## src/rtl/fads_sort_sequencer.sv

```systemverilog
// FADS sort sequencer: delays classifier sort triggers by the droplet travel time
// and issues fixed-width, holdoff-spaced trigger pulses to the ASG.
module fads_sort_sequencer #(
    parameter int QSZ = 3,
    parameter int TSW = 32
) (
    input  logic        adc_clk_i,
    input  logic        adc_rstn_i,
    input  logic        sort_trig_i,
    output logic        asg_trig_o,
    output logic        busy_o,
    input  logic [31:0] sys_addr,
    input  logic [31:0] sys_wdata,
    input  logic [3:0]  sys_sel,
    input  logic        sys_wen,
    input  logic        sys_ren,
    output logic [31:0] sys_rdata,
    output logic        sys_err,
    output logic        sys_ack
);
    localparam int DEPTH = 1 << QSZ;

    typedef enum logic [1:0] {
        IDLE  = 2'd0,
        PULSE = 2'd1,
        HOLD  = 2'd2
    } state_t;

    state_t         state;
    logic [TSW-1:0] ts, cnt;
    logic [TSW-1:0] delay, width, holdoff;
    logic           enable;
    logic [31:0]    issued, dropped;
    logic           trig_q, req_q, due_q;
    logic [TSW-1:0] mem [DEPTH];
    logic [QSZ-1:0] rd_ptr, wr_ptr;
    logic [QSZ:0]   fill;

    logic [19:0]    addr;
    logic           ctrl_wr, flush, clr_cnt;
    logic           pop, push, drop, full, head_due;
    logic [TSW-1:0] head_diff, width_m1;
    logic [31:0]    status, rd_val;
    logic           unused_bits;

    assign addr        = sys_addr[19:0];
    assign unused_bits = ^{sys_sel, sys_addr[31:20]};
    assign sys_err     = 1'b0;

    assign ctrl_wr  = sys_wen && (addr == 20'h0000C);
    assign flush    = ctrl_wr && sys_wdata[1];
    assign clr_cnt  = ctrl_wr && sys_wdata[2];

    // Wrap-safe due test: head is due once the signed distance ts - head is >= 0.
    assign head_diff = ts - mem[rd_ptr];
    assign head_due  = (fill != '0) && !head_diff[TSW-1];
    assign pop       = (state == IDLE) && (fill != '0) && due_q;
    assign full      = (fill == (QSZ+1)'(DEPTH)) && !pop;
    assign push      = req_q && enable && !full && !flush;
    assign drop      = req_q && enable && full;
    assign width_m1  = (width == '0) ? '0 : width - 1'b1;

    always_comb begin
        status        = '0;
        status[QSZ:0] = fill;
        status[17:16] = state;
    end

    always_comb begin
        rd_val = '0;
        case (addr)
            20'h00000: rd_val = 32'(delay);
            20'h00004: rd_val = 32'(width);
            20'h00008: rd_val = 32'(holdoff);
            20'h0000C: rd_val = {31'b0, enable};
            20'h00010: rd_val = issued;
            20'h00014: rd_val = dropped;
            20'h00018: rd_val = status;
            default:   rd_val = '0;
        endcase
    end

    // Trigger front end: registered edge detect, so the push lands one cycle after sampling.
    always_ff @(posedge adc_clk_i or negedge adc_rstn_i) begin
        if (!adc_rstn_i) begin
            ts     <= '0;
            trig_q <= 1'b0;
            req_q  <= 1'b0;
            due_q  <= 1'b0;
            busy_o <= 1'b0;
        end else begin
            ts     <= ts + 1'b1;
            trig_q <= sort_trig_i;
            req_q  <= sort_trig_i && !trig_q;
            due_q  <= head_due;
            busy_o <= (fill != '0) || (state != IDLE);
        end
    end

    always_ff @(posedge adc_clk_i) begin
        if (push) mem[wr_ptr] <= ts + delay;
    end

    always_ff @(posedge adc_clk_i or negedge adc_rstn_i) begin
        if (!adc_rstn_i) begin
            rd_ptr <= '0;
            wr_ptr <= '0;
            fill   <= '0;
        end else if (flush) begin
            rd_ptr <= '0;
            wr_ptr <= '0;
            fill   <= '0;
        end else begin
            if (push) wr_ptr <= wr_ptr + 1'b1;
            if (pop)  rd_ptr <= rd_ptr + 1'b1;
            fill <= fill + {{QSZ{1'b0}}, push} - {{QSZ{1'b0}}, pop};
        end
    end

    always_ff @(posedge adc_clk_i or negedge adc_rstn_i) begin
        if (!adc_rstn_i) begin
            state      <= IDLE;
            cnt        <= '0;
            asg_trig_o <= 1'b0;
        end else begin
            case (state)
                IDLE: if (pop) begin
                    asg_trig_o <= 1'b1;
                    cnt        <= width_m1;
                    state      <= PULSE;
                end
                PULSE: if (cnt == '0) begin
                    asg_trig_o <= 1'b0;
                    if (holdoff == '0) begin
                        state <= IDLE;
                    end else begin
                        cnt   <= holdoff - 1'b1;
                        state <= HOLD;
                    end
                end else begin
                    cnt <= cnt - 1'b1;
                end
                HOLD: if (cnt == '0) state <= IDLE;
                      else           cnt   <= cnt - 1'b1;
                default: state <= IDLE;
            endcase
        end
    end

    // Saturating event counters; a clear strobe beats a same-cycle increment.
    always_ff @(posedge adc_clk_i or negedge adc_rstn_i) begin
        if (!adc_rstn_i) begin
            issued  <= '0;
            dropped <= '0;
        end else if (clr_cnt) begin
            issued  <= '0;
            dropped <= '0;
        end else begin
            if (pop  && issued  != '1) issued  <= issued + 1'b1;
            if (drop && dropped != '1) dropped <= dropped + 1'b1;
        end
    end

    always_ff @(posedge adc_clk_i or negedge adc_rstn_i) begin
        if (!adc_rstn_i) begin
            delay     <= TSW'(1000);
            width     <= TSW'(125);
            holdoff   <= '0;
            enable    <= 1'b0;
            sys_ack   <= 1'b0;
            sys_rdata <= '0;
        end else begin
            sys_ack <= sys_wen | sys_ren;
            if (sys_ren) sys_rdata <= rd_val;
            if (sys_wen) begin
                case (addr)
                    20'h00000: delay   <= sys_wdata[TSW-1:0];
                    20'h00004: width   <= sys_wdata[TSW-1:0];
                    20'h00008: holdoff <= sys_wdata[TSW-1:0];
                    20'h0000C: enable  <= sys_wdata[0];
                    default: ;
                endcase
            end
        end
    end
endmodule

```

## config.mk

```make
export PLATFORM = sky130hd
export DESIGN_NAME = fads_sort_sequencer
export DESIGN_NICKNAME = d
export VERILOG_FILES = /design/src/rtl/fads_sort_sequencer.sv
export SDC_FILE = /design/constraint.sdc
export NUM_CORES = 1
export LEC_CHECK = 0
export BUFFER_PORTS_ARGS = -buffer_cell sky130_fd_sc_hd__buf_4
export CELL_PAD_IN_SITES_DETAIL_PLACEMENT = 0
export CELL_PAD_IN_SITES_GLOBAL_PLACEMENT = 1
export CORE_MARGIN = 2
export CORE_UTILIZATION = 25
export DETAILED_ROUTE_END_ITERATION = 12
export PLACE_DENSITY_LB_ADDON = 0.1
export SYNTH_ARGS = -nofsm -noshare
export SYNTH_HDL_FRONTEND = slang
export SYNTH_SLANG_ARGS = --single-unit
```

## constraint.sdc

```tcl
create_clock -name adc_clk_i -period 4.3 [get_ports adc_clk_i]
set_clock_uncertainty 0.05 [all_clocks]
set_input_delay 0.86 -clock adc_clk_i [delete_from_list [all_inputs] [get_ports adc_clk_i]]
set_output_delay 0.86 -clock adc_clk_i [all_outputs]
set_load 0.005 [all_outputs]
```

# Word-level counts from Yosys, hierarchy flattened
# Memory sizes are Yosys's and may differ from the RTL's.
# Index checks and enable logic that the tools add are counted.
# word_totals
regBits,275
ram_bits,256
in_bits,73
output_inout_bits,36
memories,1
# classes
add_sub_neg,12
n_eq_ne,16
mux,26
bitwise,1
n_reduce_logical,40
# memory_table
memory,words,word_bits,read_ports,rd_ports_with_merged_regs,wr,line_no,rtl
mem,8,32,1,0,1,35,logic [TSW-1:0] mem [DEPTH];
# op_table
op,n
$mux W32,9
$pmux W32 S7,1
$add A32 B1 Y32 const B,3
$logic_not A32 Y1,3
$pmux W32 S3,1
$sub A32 B1 Y32 const B,3
$ne A32 B32 Y1 const B,2
$eq A20 B5 Y1 const B,3
$eq A20 B4 Y1 const B,2
$add A32 B32 Y32,1
$sub A32 B32 Y32,1
$eq A20 B3 Y1 const B,1
$logic_not A20 Y1,1
$logic_and A1 B1 Y1,14
$mux W3,4
$reduce_bool A2 Y1,6
$mux W2,4
$ne A2 B2 Y1 const B,4
$reduce_and A2 Y1,4
$add A3 B1 Y3 const B,2
$pmux W2 S3,1
$reduce_and A3 Y1,2
$logic_not A1 Y1,5
$add A4 B1 Y4,1
14 further kinds,17

# Longest topological paths before layout
# depth
ltp_word,11
ltp_mapped,14

# Worst setup path after synthesis
# OpenSTA, ideal clock, no wires.
# synth_path
path_type,input-to-reg
from,input port sys_addr[4]
to,memory mem[1][0] (enable)
setup_time_ps,461
arrival_ps,3953
required_ps,3789
setup_slack_ps,-164
stages,6
n_path_buf,1
cell_sequence,clkbuf_1 > nor2b_1 > and3_1 > nand2_1 > nand3_1 > nor3_1
# synth_between
elab_chain_len,7
# synth_rtl
element,line_no,rtl
start: declaration,12,"input logic [31:0] sys_addr,"
$eq A20 B4 Y1,50,assign ctrl_wr = sys_wen && (addr == 20'h0000C);
$logic_and A1 B1 Y1,50,
$logic_and A1 B1 Y1,51,assign flush = ctrl_wr && sys_wdata[1];
$logic_not A1 Y1,59,assign push = req_q && enable && !full && !flush;
$logic_and A1 B1 Y1,59,
$mux W1,101,if (push) mem[wr_ptr] <= ts + delay;
$mux W1 (not written as such),101,
end: declaration,35,
# No other way between the ends.

# Final worst setup path
# layout_path
from,register rd_ptr[0]
to,register due_q
# layout_between
elab_chain_len,4
# layout_rtl
element,line_no,rtl
start: declaration,36,"logic [QSZ-1:0] rd_ptr, wr_ptr;"
start signal: assignment,115,if (pop) rd_ptr <= rd_ptr + 1'b1;
$mem_v2 Z8 W32,-,
$sub A32 B32 Y32,55,assign head_diff = ts - mem[rd_ptr];
$logic_not A1 Y1,56,assign head_due = (fill != '0) && !head_diff[TSW-1];
$logic_and A1 B1 Y1,56,
named net head_due,41,"logic pop, push, drop, full, head_due;"
end signal: assignment,95,due_q <= head_due;
end: declaration,34,"logic trig_q, req_q, due_q;"
# The timed path passes the listed nets, and every way through them passes these cells.
# A chain may end at the register's enable or synchronous reset.

==> summary.txt <==
Status
  – Status: complete, no violations

Setup path
  – Required time of the critical path: 4.78 ns
  – Worst Path Arrival: 4.40 ns
  – CP top delay family: compound AO/OA/AOI/OAI gates
  – Slowest-stage cell, CP: dfrtp_4
  – CP max FO: 12
  – RR Endpoint: due_q$_DFF_PN0_
  – R2r startpoint: rd_ptr[0]$_DFFE_PN0P_
  – Worst stage delay on the critical path: 0.61 ns
  – Reg2reg setup slack: about 0.38 ns
  – CP startpoint kind: flop
  – Buf/Inv on CP: 3
  – Worst setup EP type: flop
  – Most frequent CP cell: buf_4
  – Worst Reg-to-Reg Cells: 12
  – Crit Path Category: flop to flop
  – CP Cell Sequence: mux4_2 -> mux2i_1 -> ha_1 -> a2111oi_0 -> a2111oi_2 -> buf_4 -> o21ai_0 -> buf_4 -> o211ai_1 -> a221oi_1 -> buf_4 -> mux2i_1

Floorplanning
  – Area of the die: 0.108 mm2
  – Die width: 329 um
  – Chip height: 329 um
  – Num rows: 119
  – Top Ports: around 110
  – Initial Util: 25.2%
  – Core area: 0.105 mm2

Synth
  – Post-synth EDFFs: 256
  – Main synth FF type: dfrtp_1
  – Post-synth ARST share: about half
  – Multiplexer area fraction after synthesis: between 10 and 15%
  – Synth Area in Compound Gates: 9.11%
  – Syn_nets: about 2300
  – Post-synth cell types: 74
  – Syn Inst Count: 2154
  – Largest family of logic cells by synthesized area: simple AND/OR/NAND/NOR gates
  – Syn avg cell area: around 12 um2
  – Yosys warns: 0
  – #FFs+latches synth: 531
  – Post-Synth XOR/XNOR Area: 6.66%
  – Mapped Area: 0.0264 mm2
  – Simple-Gate Fraction of Synth Area: 11.4%
  – Share of the yosys chip area belonging to registers: 55.2%
  – Synth Area in Adders: roughly 4%

Final layout
  – Fraction of layout cells with a size suffix above 1: 20.7%
  – Multi-input gate area: 0.0113 mm2
  – # diodes: 0
  – Area Overhead vs Synth: 19.5%
  – Non-filler cells, final: 3759
  – Commonest non-fill, non-tap cell in the layout: dfrtp_1
  – Register area: 0.0146 mm2
  – Commonest non-fill, non-tap cells in the layout: dfrtp_1, edfxtp_1, buf_4
  – NumNets Final: roughly 2500
  – FILL cells: 10600

Pwr
  – Pwr Total: 14.4 mW
  – Pwr Density: 455 mW/mm2
  – Maximum VDD drop: between 0.2 and 0.3 mV
  – Leakage: 13.1 nW

Worst hold path
  – Worst hold path class: primary input to asynchronous set/reset pin

Placed design
  – Cell count after placement: 3635
  – Routability cong.: approximately 0.8
  – IO Port Bufs: 91
  – DPL Wire Length: between 50000 and 60000 um

Clocking
  – Inserted Clock Buffers: 68
  – H-Tree Depth: 3
  – Clock Latency Late Sink: 0.61 ns
  – Clock root buffer master: clkbuf_16
  – Clock Sinks: between 500 and 600
  – Clock Path Buffers: 3
  – TritonCTS clock tree: built
  – Clock-pin slew on the worst setup and hold paths: 0.06 ns

Routing
  – Vias per cell: 4.72
  – Antenna-violating nets left: 0
  – Residual DRC: 0
  – First-pass detailed-route iteration total: 6
  – DR vias: roughly 18000
  – Initial DRC count: 1213
  – WL/cell: 21.9 um
  – Detailed Route WL: 82100 um

STA
  – RSZ-0062 raised after global routing: no
  – Fmax: 255 MHz
  – Period minus WS final: a little under 4 ns
  – Pins Over Slew Limit: 0
  – Final Hold Fails: 0
  – Final Cycle Share: 91.2%
  – Final setup viols: 0
  – Slew margin rel.: 24.3%
  – Worst slew pin tran: approximately 1.1 ns

GRT
  – First-pass GRT wire length: 124000 um
  – Pin count of the biggest net entering global routing: between 70 and 80
  – Grt total ovfl: 0
  – Vias in the first global route: 18300
  – GRT Overall Usage: 15.3%
  – Initial antenna violation count: 0

Run
  – Total of max-cap violations: 0
## worst register-to-register path: cells and delay by family, from the launching register on
| kind | cells | cell delay [ns] |
|---|---|---|
| muxes | 3 | 0.94 |
| AOI/OAI and AO/OA | 5 | 1.46 |
| DFF | 1 | 0.61 |
| adders and majority gates | 1 | 0.28 |
| buffers and inverters | 3 | 0.50 |
## what timing repair did
item | 4_1_cts | 5_1_grt
hold buffers | 0 | 0
gates resized for setup | 1 | 1
setup buffers | 0 | 1
gates cloned | 0 | 0
endpoints found under the setup margin | 1 | 1
## metal layers
| metal | GRT usage, % | up-vias | part of all wire (%) |
|---|---|---|---|
| li1 | - | 8369 | - |
| met1 | 21.8 | 9000 | 48 |
| met2 | 24.5 | 300 | 47 |
| met3 | 2.38 | 76 | 3.6 |
| met4 | 3.34 | 0 | 1.5 |
| met5 | 0 | - | 0 |
## cells by family after synthesis
logic type                 count (synthesis)
AOI/OAI and AO/OA                        368
xor gates and xnor gates                 201
adders and majority gates                 84
buffers and inverters                    159
DFF                                      531
muxes                                    202
other                                      1
and+or+nand+nor                          608
## layout make-up
class                      count  share of cell area (%)
sequential                   531                    46.2
clock buffer                  93                    5.98
tap                         1391                    5.51
multi-input combinational   1464                    35.8
inverter                      69                   0.820
timing repair buffer         181                    4.79
clock inverter                30                   0.907
## Yosys cell counts (all sizes together), types with 8 or more instances
cell    count  share of area [%]
xnor2     107                3.5
inv        68               0.97
and2       13               0.31
and4        8               0.27
a21oi      77                1.5
o22ai      39               0.95
xor2       94                3.1
nor3       49               0.97
nor2      174                2.5
a211oi      9               0.26
a222oi     26               0.99
nor4       26               0.67
o21ai      86                1.6
a21o       45                1.3
mux4       64                5.5
a22oi      41                1.2
dfrtp     263                 25
edfxtp    256                 29
nand4      24               0.57
ha         82                3.9
nand3      65                1.2
nand2     137                1.9
buf        29               0.52
mux2i      40                1.5
or4        15               0.47
mux2       98                4.2
dfstp      12                1.2
and3       32               0.76
clkbuf     61               0.88
nand2b     14               0.33
nor2b      15               0.36
## metrics by stage
step                hold slack, ns  util, %  setup TNS [ns]  worst slack (ns)  area, um2
finish                       0.184     30.1               0             0.380      31600
global route                 0.203     30.1               0             0.135      31600
CTS                          0.197     30.1               0            0.0118      31500
detailed placement           0.342     28.0         -0.0919           -0.0919      29400
global placement             0.343     28.0          -0.166            -0.166      29400
floorplan                    0.328        -               0             0.541      26400
## where the power goes
part | internal (mW) | switching, mW
registers | 5.53 | 0.402
logic | 1.19 | 1.63
clock network | 3.28 | 2.32
## flip-flops by register name (all words and copies together), names as in the netlist
name	cells
due_q	1
rd_ptr	3
issued	32
dropped	32
delay	32
fill	4
req_q	1
enable	1
mem	256
ts	32
busy_o	1
holdoff	32
state	2
cnt	32
asg_trig_o	1
sys_ack	1
sys_rdata	32
wr_ptr	3
trig_q	1
width	32
## worst max-delay path by stage
stage / from / endpoint / cells past startpoint
2_1_floorplan: ts[16]$_DFF_PN0_ / mem[0][31]$_DFFE_PP_ / 10
3_3_place_gp: rd_ptr[0]$_DFFE_PN0P_ / due_q$_DFF_PN0_ / 14
3_5_place_dp: rd_ptr[0]$_DFFE_PN0P_ / due_q$_DFF_PN0_ / 14
4_1_cts: rd_ptr[0]$_DFFE_PN0P_ / due_q$_DFF_PN0_ / 14
5_1_grt: rd_ptr[0]$_DFFE_PN0P_ / due_q$_DFF_PN0_ / 12
6_report: rd_ptr[0]$_DFFE_PN0P_ / due_q$_DFF_PN0_ / 12
Power figures use the tool's default switching activity.
